==> config.mk <==
export PLATFORM = sky130hd
export DESIGN_NAME = lsu_mem_ctrl
export DESIGN_NICKNAME = d
export VERILOG_FILES = /design/src/rtl/lsu_pkg.sv /design/src/rtl/lsu_lane_align.sv /design/src/rtl/lsu_mem_ctrl.sv
export SDC_FILE = /design/constraint.sdc
export NUM_CORES = 1
export LEC_CHECK = 0
export ABC_AREA = 1
export CAP_MARGIN = 20
export CORE_MARGIN = 5
export CORE_UTILIZATION = 35
export CTS_CLUSTER_DIAMETER = 50
export DETAILED_ROUTE_END_ITERATION = 16
export GPL_ROUTABILITY_DRIVEN = 0
export REMOVE_ABC_BUFFERS = 1
export SLEW_MARGIN = 20
export SYNTH_ARGS = -nofsm -noshare
export SYNTH_HDL_FRONTEND = slang
export SYNTH_SLANG_ARGS = --single-unit
export TNS_END_PERCENT = 50
==> constraint.sdc <==
create_clock -name i_clk -period 3.8 [get_ports i_clk]
set_clock_uncertainty 0.15 [all_clocks]
set_input_delay 0.95 -clock i_clk [delete_from_list [all_inputs] [get_ports i_clk]]
set_output_delay 0.95 -clock i_clk [all_outputs]
set_load 0.02 [all_outputs]
==> src/rtl/lsu_pkg.sv <==
// lsu_pkg
// Shared definitions for the load/store unit memory controller:
//   - RV32I load/store funct3 encodings
//   - controller state encoding
//   - helpers mapping funct3[1:0] to access size
package lsu_pkg;

    localparam logic [2:0] F3_B  = 3'b000;
    localparam logic [2:0] F3_H  = 3'b001;
    localparam logic [2:0] F3_W  = 3'b010;
    localparam logic [2:0] F3_BU = 3'b100;
    localparam logic [2:0] F3_HU = 3'b101;

    typedef enum logic [1:0] {
        IDLE  = 2'd0,
        BEAT0 = 2'd1,
        BEAT1 = 2'd2,
        RESP  = 2'd3
    } lsu_state_e;

    // Byte-lane mask of an access starting at lane 0.
    function automatic logic [3:0] size_mask(input logic [1:0] sz);
        case (sz)
            2'b00:   size_mask = 4'b0001;
            2'b01:   size_mask = 4'b0011;
            default: size_mask = 4'b1111;
        endcase
    endfunction

    // Access size in bytes minus one (offset of the last byte).
    function automatic logic [1:0] size_m1(input logic [1:0] sz);
        case (sz)
            2'b00:   size_m1 = 2'd0;
            2'b01:   size_m1 = 2'd1;
            default: size_m1 = 2'd3;
        endcase
    endfunction

endpackage

==> src/rtl/lsu_lane_align.sv <==
// lsu_lane_align
// Purely combinational byte-lane steering for one access.
// Ports:
//   funct3_i  access type (size in [1:0], unsigned flag in [2])
//   off_i     byte offset inside the first word
//   wdata_i   right-justified store data
//   q0_i      first-beat read word
//   q1_i      low 3 bytes of second-beat read word (0 when single beat)
//   mask_o    8-bit byte enables across the two beats
//   wsh_o     lane-positioned store data, [31:0] beat0, [63:32] beat1
//   rdata_o   extended load data
module lsu_lane_align
    import lsu_pkg::*;
(
    input  logic [2:0]  funct3_i,
    input  logic [1:0]  off_i,
    input  logic [31:0] wdata_i,
    input  logic [31:0] q0_i,
    input  logic [23:0] q1_i,
    output logic [7:0]  mask_o,
    output logic [63:0] wsh_o,
    output logic [31:0] rdata_o
);

    logic [31:0] raw;

    assign mask_o = {4'b0000, size_mask(funct3_i[1:0])} << off_i;
    assign wsh_o  = {32'b0, wdata_i} << {off_i, 3'b000};

    // A 4-byte window starting at offset 1..3 never reaches the top byte
    // of the second word, so only its low 3 bytes are carried.
    always_comb begin
        case (off_i)
            2'd0:    raw = q0_i;
            2'd1:    raw = {q1_i[7:0],  q0_i[31:8]};
            2'd2:    raw = {q1_i[15:0], q0_i[31:16]};
            default: raw = {q1_i[23:0], q0_i[31:24]};
        endcase
    end

    always_comb begin
        case (funct3_i)
            F3_B:    rdata_o = {{24{raw[7]}}, raw[7:0]};
            F3_H:    rdata_o = {{16{raw[15]}}, raw[15:0]};
            F3_BU:   rdata_o = {24'b0, raw[7:0]};
            F3_HU:   rdata_o = {16'b0, raw[15:0]};
            default: rdata_o = raw;
        endcase
    end

endmodule

==> src/rtl/lsu_mem_ctrl.sv <==
// lsu_mem_ctrl
// Load/store initiator for a byte-addressed data memory with aligned
// 32-bit words. One request outstanding; misaligned word-crossing
// accesses are split into two beats.
// Ports:
//   i_clk, i_reset          clock, synchronous active-high reset
//   i_req_*/o_req_ready     request handshake (we, funct3, addr, wdata)
//   o_rsp_valid/rdata/err   one-cycle response pulse
//   o_mem_addr/wdata/wren   word-aligned memory access, byte enables
//   i_mem_q                 combinational read data for o_mem_addr
module lsu_mem_ctrl
    import lsu_pkg::*;
#(
    parameter int ADDR_W = 11
) (
    input  logic              i_clk,
    input  logic              i_reset,
    input  logic              i_req_valid,
    output logic              o_req_ready,
    input  logic              i_req_we,
    input  logic [2:0]        i_req_funct3,
    input  logic [31:0]       i_req_addr,
    input  logic [31:0]       i_req_wdata,
    output logic              o_rsp_valid,
    output logic [31:0]       o_rsp_rdata,
    output logic              o_rsp_err,
    output logic [ADDR_W-1:0] o_mem_addr,
    output logic [31:0]       o_mem_wdata,
    output logic [3:0]        o_mem_wren,
    input  logic [31:0]       i_mem_q
);

    lsu_state_e        state_q, state_d;
    logic              we_q, err_q;
    logic [2:0]        f3_q;
    logic [ADDR_W-1:0] addr_q;
    logic [31:0]       wdata_q, q0_q;
    logic [23:0]       q1_q;

    logic              accept, req_err, f3_bad;
    logic [ADDR_W:0]   last_byte;
    logic [ADDR_W-1:0] word0, word1;
    logic [7:0]        mask;
    logic [63:0]       wsh;
    logic [31:0]       ld_data;

    assign accept = i_req_valid && o_req_ready;

    // Range check is done one bit wider so an access running past the
    // top of memory shows up as a carry instead of wrapping to 0.
    assign last_byte = {1'b0, i_req_addr[ADDR_W-1:0]}
                     + {{(ADDR_W-1){1'b0}}, size_m1(i_req_funct3[1:0])};
    assign f3_bad    = (i_req_funct3 == 3'b011) || (i_req_funct3 == 3'b110)
                    || (i_req_funct3 == 3'b111) || (i_req_we && i_req_funct3[2]);
    assign req_err   = (|i_req_addr[31:ADDR_W]) || last_byte[ADDR_W] || f3_bad;

    assign word0 = {addr_q[ADDR_W-1:2], 2'b00};
    assign word1 = word0 + ADDR_W'(4);

    lsu_lane_align u_align (
        .funct3_i (f3_q),
        .off_i    (addr_q[1:0]),
        .wdata_i  (wdata_q),
        .q0_i     (q0_q),
        .q1_i     (q1_q),
        .mask_o   (mask),
        .wsh_o    (wsh),
        .rdata_o  (ld_data)
    );

    always_comb begin
        state_d = state_q;
        case (state_q)
            IDLE:    if (accept) state_d = req_err ? RESP : BEAT0;
            BEAT0:   state_d = (|mask[7:4]) ? BEAT1 : RESP;
            BEAT1:   state_d = RESP;
            default: state_d = IDLE;
        endcase
    end

    always_ff @(posedge i_clk) begin
        if (i_reset) begin
            state_q <= IDLE;
            we_q    <= 1'b0;
            err_q   <= 1'b0;
            f3_q    <= 3'b000;
            addr_q  <= '0;
            wdata_q <= '0;
            q0_q    <= '0;
            q1_q    <= '0;
        end else begin
            state_q <= state_d;
            if (accept) begin
                we_q    <= i_req_we;
                err_q   <= req_err;
                f3_q    <= i_req_funct3;
                addr_q  <= i_req_addr[ADDR_W-1:0];
                wdata_q <= i_req_wdata;
                q1_q    <= '0;
            end
            if (state_q == BEAT0) q0_q <= i_mem_q;
            if (state_q == BEAT1) q1_q <= i_mem_q[23:0];
        end
    end

    // Outputs are decoded from state and forced quiet while reset is
    // asserted, so a reset landing mid-store writes nothing that cycle.
    always_comb begin
        o_req_ready = 1'b0;
        o_rsp_valid = 1'b0;
        o_rsp_err   = 1'b0;
        o_rsp_rdata = '0;
        o_mem_addr  = '0;
        o_mem_wdata = wsh[31:0];
        o_mem_wren  = 4'b0000;
        if (!i_reset) begin
            case (state_q)
                IDLE:  o_req_ready = 1'b1;
                BEAT0: begin
                    o_mem_addr = word0;
                    if (we_q) o_mem_wren = mask[3:0];
                end
                BEAT1: begin
                    o_mem_addr  = word1;
                    o_mem_wdata = wsh[63:32];
                    if (we_q) o_mem_wren = mask[7:4];
                end
                default: begin
                    o_rsp_valid = 1'b1;
                    o_rsp_err   = err_q;
                    if (!err_q && !we_q) o_rsp_rdata = ld_data;
                end
            endcase
        end
    end

endmodule

==> metrics.md <==
| Metric | Value |
|---|---|
| Via density per instance | around 5.1 |
| Slew @ Worst Pin | 589 ps |
| Port bufs | 182 |
| FF-to-FF Start | state_q[0] |
| # IOs | 185 |
| Chip width | 141 µm |
| Hold Vio Cnt, Final | 0 |
| Placed insts | around 1300 |
| Unrepaired setup endpoints after global routing | false |
| Die height | 141 µm |
| Post-route cell area | 8490 µm² |
| Status | complete, no violations |
| Hold WC Path Type | register to register |
| CP Launch Type | register |
| Reg clk slew, reported paths | around 80 ps |
| Largest net degree at the start of global routing | 70 |
| Initial core utilization | 0.352 |
| Critical path fanouts, max | 16 |
| Layout filler cell count | 1771 |
| CTS Hold Bufs | 0 |
| All-Layer GR Usage | 0.226 |
| Multi-input gate area in the final layout | 3310 µm² |
| Rel. slew slack | 0.603 |
| Placed inst area | roughly 8200 µm² |
| Met3 usage | 0.0858 |
| Most frequent cells in the layout | nand2_1, o21ai_0, dfxtp_1, clkdlybuf4s50_1, nor2_1 |
| Commonest non-fill, non-tap cell in the layout | nand2_1 |
| Total of max-cap violations | 0 |
| VDD IR max | 0.256 mV |
| Slew Viols, Final | 0 |
| Final non-filler cell total | 1338 |
| Pwr dens | 528 nW/µm² |
| Met2 usage | 0.365 |
| DRT Pass-1 Iters | 5 |
| Tmin final | 3560 ps |
| PnR worst setup slack | 244 ps |
| Setup TNS | 0 ps |
| H-tree depth | 3 |
| Fmax | approximately 280 MHz |
| GRT Max-Usage Layer | met2 |
| Core area | 17100 µm² |
| Total wire length | 22900 µm |
| CTS tree | done |
| Critical Path End | o_rsp_rdata[28] |
| Syn Area/Cell | 6.45 µm² |
| CTS root buffer | clkbuf_16 |
| Critical Path Source | addr_q[0] |
| Synth warnings | 0 |
| Worst skew pair latency | 360 ps |
| Leading area contributor after synthesis | dfxtp_1 |
| Final setup fails | 0 |
| Worst EP arrival | 2460 ps |
| Vias | 6890 |
| Vias in the first global route | 6528 |
| WP data required | 2700 ps |
| HPWL Detailed | 16500 µm |
| Final nets | roughly 1200 |
| Leak pwr | 3.58 nW |
| # rows | 48 |
| GR Layer Usage met1 | 0.288 |
| Synth Instances | 932 |
| Max clock buf depth | 2 |
| Area Growth Syn to Fin | 41.4% |
| Routed Antenna Nets | 0 |
| Seq/Total Area, Yosys | 0.353 |
| Layout cells sized above 1 | 0.0898 |
| Synth Register Bits | 106 |
| Synth unique cells | 34 |
| First-pass GRT wire length | 35600 µm |
| Initial antenna violation count | 3 |
| Num CTS Buffers | 9 |
| Reg2Reg Depth | 10 |
| Reg2reg end | state_q[1] |
| FF/Latch Area | 2120 µm² |
| Area share of the largest cell type after synthesis | 0.353 |
| Antenna diode count | 0 |
| DRC Markers | 0 |
| Reg-to-reg slack, setup | 1690 ps |
| Worst setup path class | register to primary output |
| DP Worst Slack | -374 ps |
| Full die area | 19900 µm² |
| GRT Residual Overflow | 0 |
| Routed WL per cell | around 17 µm |
| Post-Syn Area | 6010 µm² |
| Clk sinks | ~110 |
| Synth top area cells | dfxtp_1, nand2_1, o21ai_0, nor2_1, a21oi_1 |
| Type of destination of the critical path | primary output |
| Crit share post-route | 0.936 |
| Initial DRC Count | between 500 and 600 |
==> flip-flops by register name (all words and copies together), names as in the netlist <==
name	flops
we_q	1
q1_q	24
q0_q	32
state_q	2
addr_q	11
err_q	1
f3_q	3
wdata_q	32
==> critical path, cell delays in order, from the launching register on <==
cell and delay [ps]:
dfxtp_2 480, inv_2 150, nor2_4 220, nand2_1 80, nand2_1 70, a21oi_1 50, o21ai_2 80, nand2_2 180
nand3_1 180, nand2_4 160, nor2_1 120, clkdlybuf4s15_1 320
==> worst min path at each step <==
stage | startpoint | end | slack, ps | depth (start not counted)
final | wdata_q[1] | wdata_q[1] | 320 | 2
after global routing | q1_q[20] | q1_q[20] | 350 | 2
after CTS | wdata_q[1] | wdata_q[1] | 320 | 2
after detailed placement | wdata_q[1] | wdata_q[1] | 310 | 2
after global placement | wdata_q[1] | wdata_q[1] | 310 | 2
after floorplan | wdata_q[1] | wdata_q[1] | 300 | 2
==> power breakdown <==
part           internal, mW  leakage, nW  switching (mW)
combinational         0.743         2.58            1.28
sequential             1.37        0.870           0.184
clock                 0.450        0.132           0.465
==> routing by layer <==
layer | part of all wire | wire, µm | vias to the layer above
met1 | 0.43 | 9890 | 3095
li1 | - | - | 3490
met2 | 0.45 | 10300 | 269
met4 | 0.017 | 382 | 6
met3 | 0.10 | 2320 | 30
met5 | 0.0016 | 37 | -
==> synthesized netlist by cell type (all sizes together) <==
| cell type | count |
|---|---|
| nand2 | 203 |
| a21oi | 65 |
| nor3 | 7 |
| o21bai | 1 |
| buf | 17 |
| or2 | 2 |
| nand4 | 2 |
| o211a | 6 |
| o221ai | 3 |
| a211oi | 17 |
| a2111oi | 1 |
| nor2 | 103 |
| o2111ai | 1 |
| o22ai | 31 |
| dfxtp | 106 |
| conb | 1 |
| ha | 6 |
| inv | 86 |
| o21ai | 141 |
| a22oi | 2 |
| a221oi | 1 |
| clkinv | 1 |
| o211ai | 13 |
| nand3 | 44 |
| clkbuf | 49 |
| o32ai | 1 |
| o31ai | 22 |
==> kinds of logic (layout without fill, tap and decap cells) <==
logic type	count (synthesis)	after routing	synth area share
and+or+nand+nor	361	361	0.240
adders and majority gates	6	6	0.0125
buffers and inverters	153	333	0.100
other	1	2	0.000624
AOI/OAI and AO/OA	305	305	0.293
DFF	106	106	0.353
==> final cells by class <==
class,count,area share
multi-input cells,674,0.390
repair buffers,230,0.255
flip-flops and latches,106,0.250
inverters,87,0.0384
well taps,225,0.0331
clock buffers,9,0.0265
clock inverters,7,0.00648
==> metrics by stage <==
step	hold WS, ps	util	total power, mW
floorplan	296	-	2.66
finish	318	0.498	4.49
global placement	306	0.484	3.65
global route	349	0.498	4.79
CTS	321	0.498	4.50
detailed placement	309	0.484	3.65
==> repair_timing <==
| action | CTS | global route |
|---|---|---|
| pin swaps | 0 | 0 |
| cloned | 0 | 0 |
| gates resized for setup | 124 | 9 |
| setup buffers | 0 | 0 |
| setup endpoints to repair | 78 | 52 |
Power figures use the tool's default switching activity.
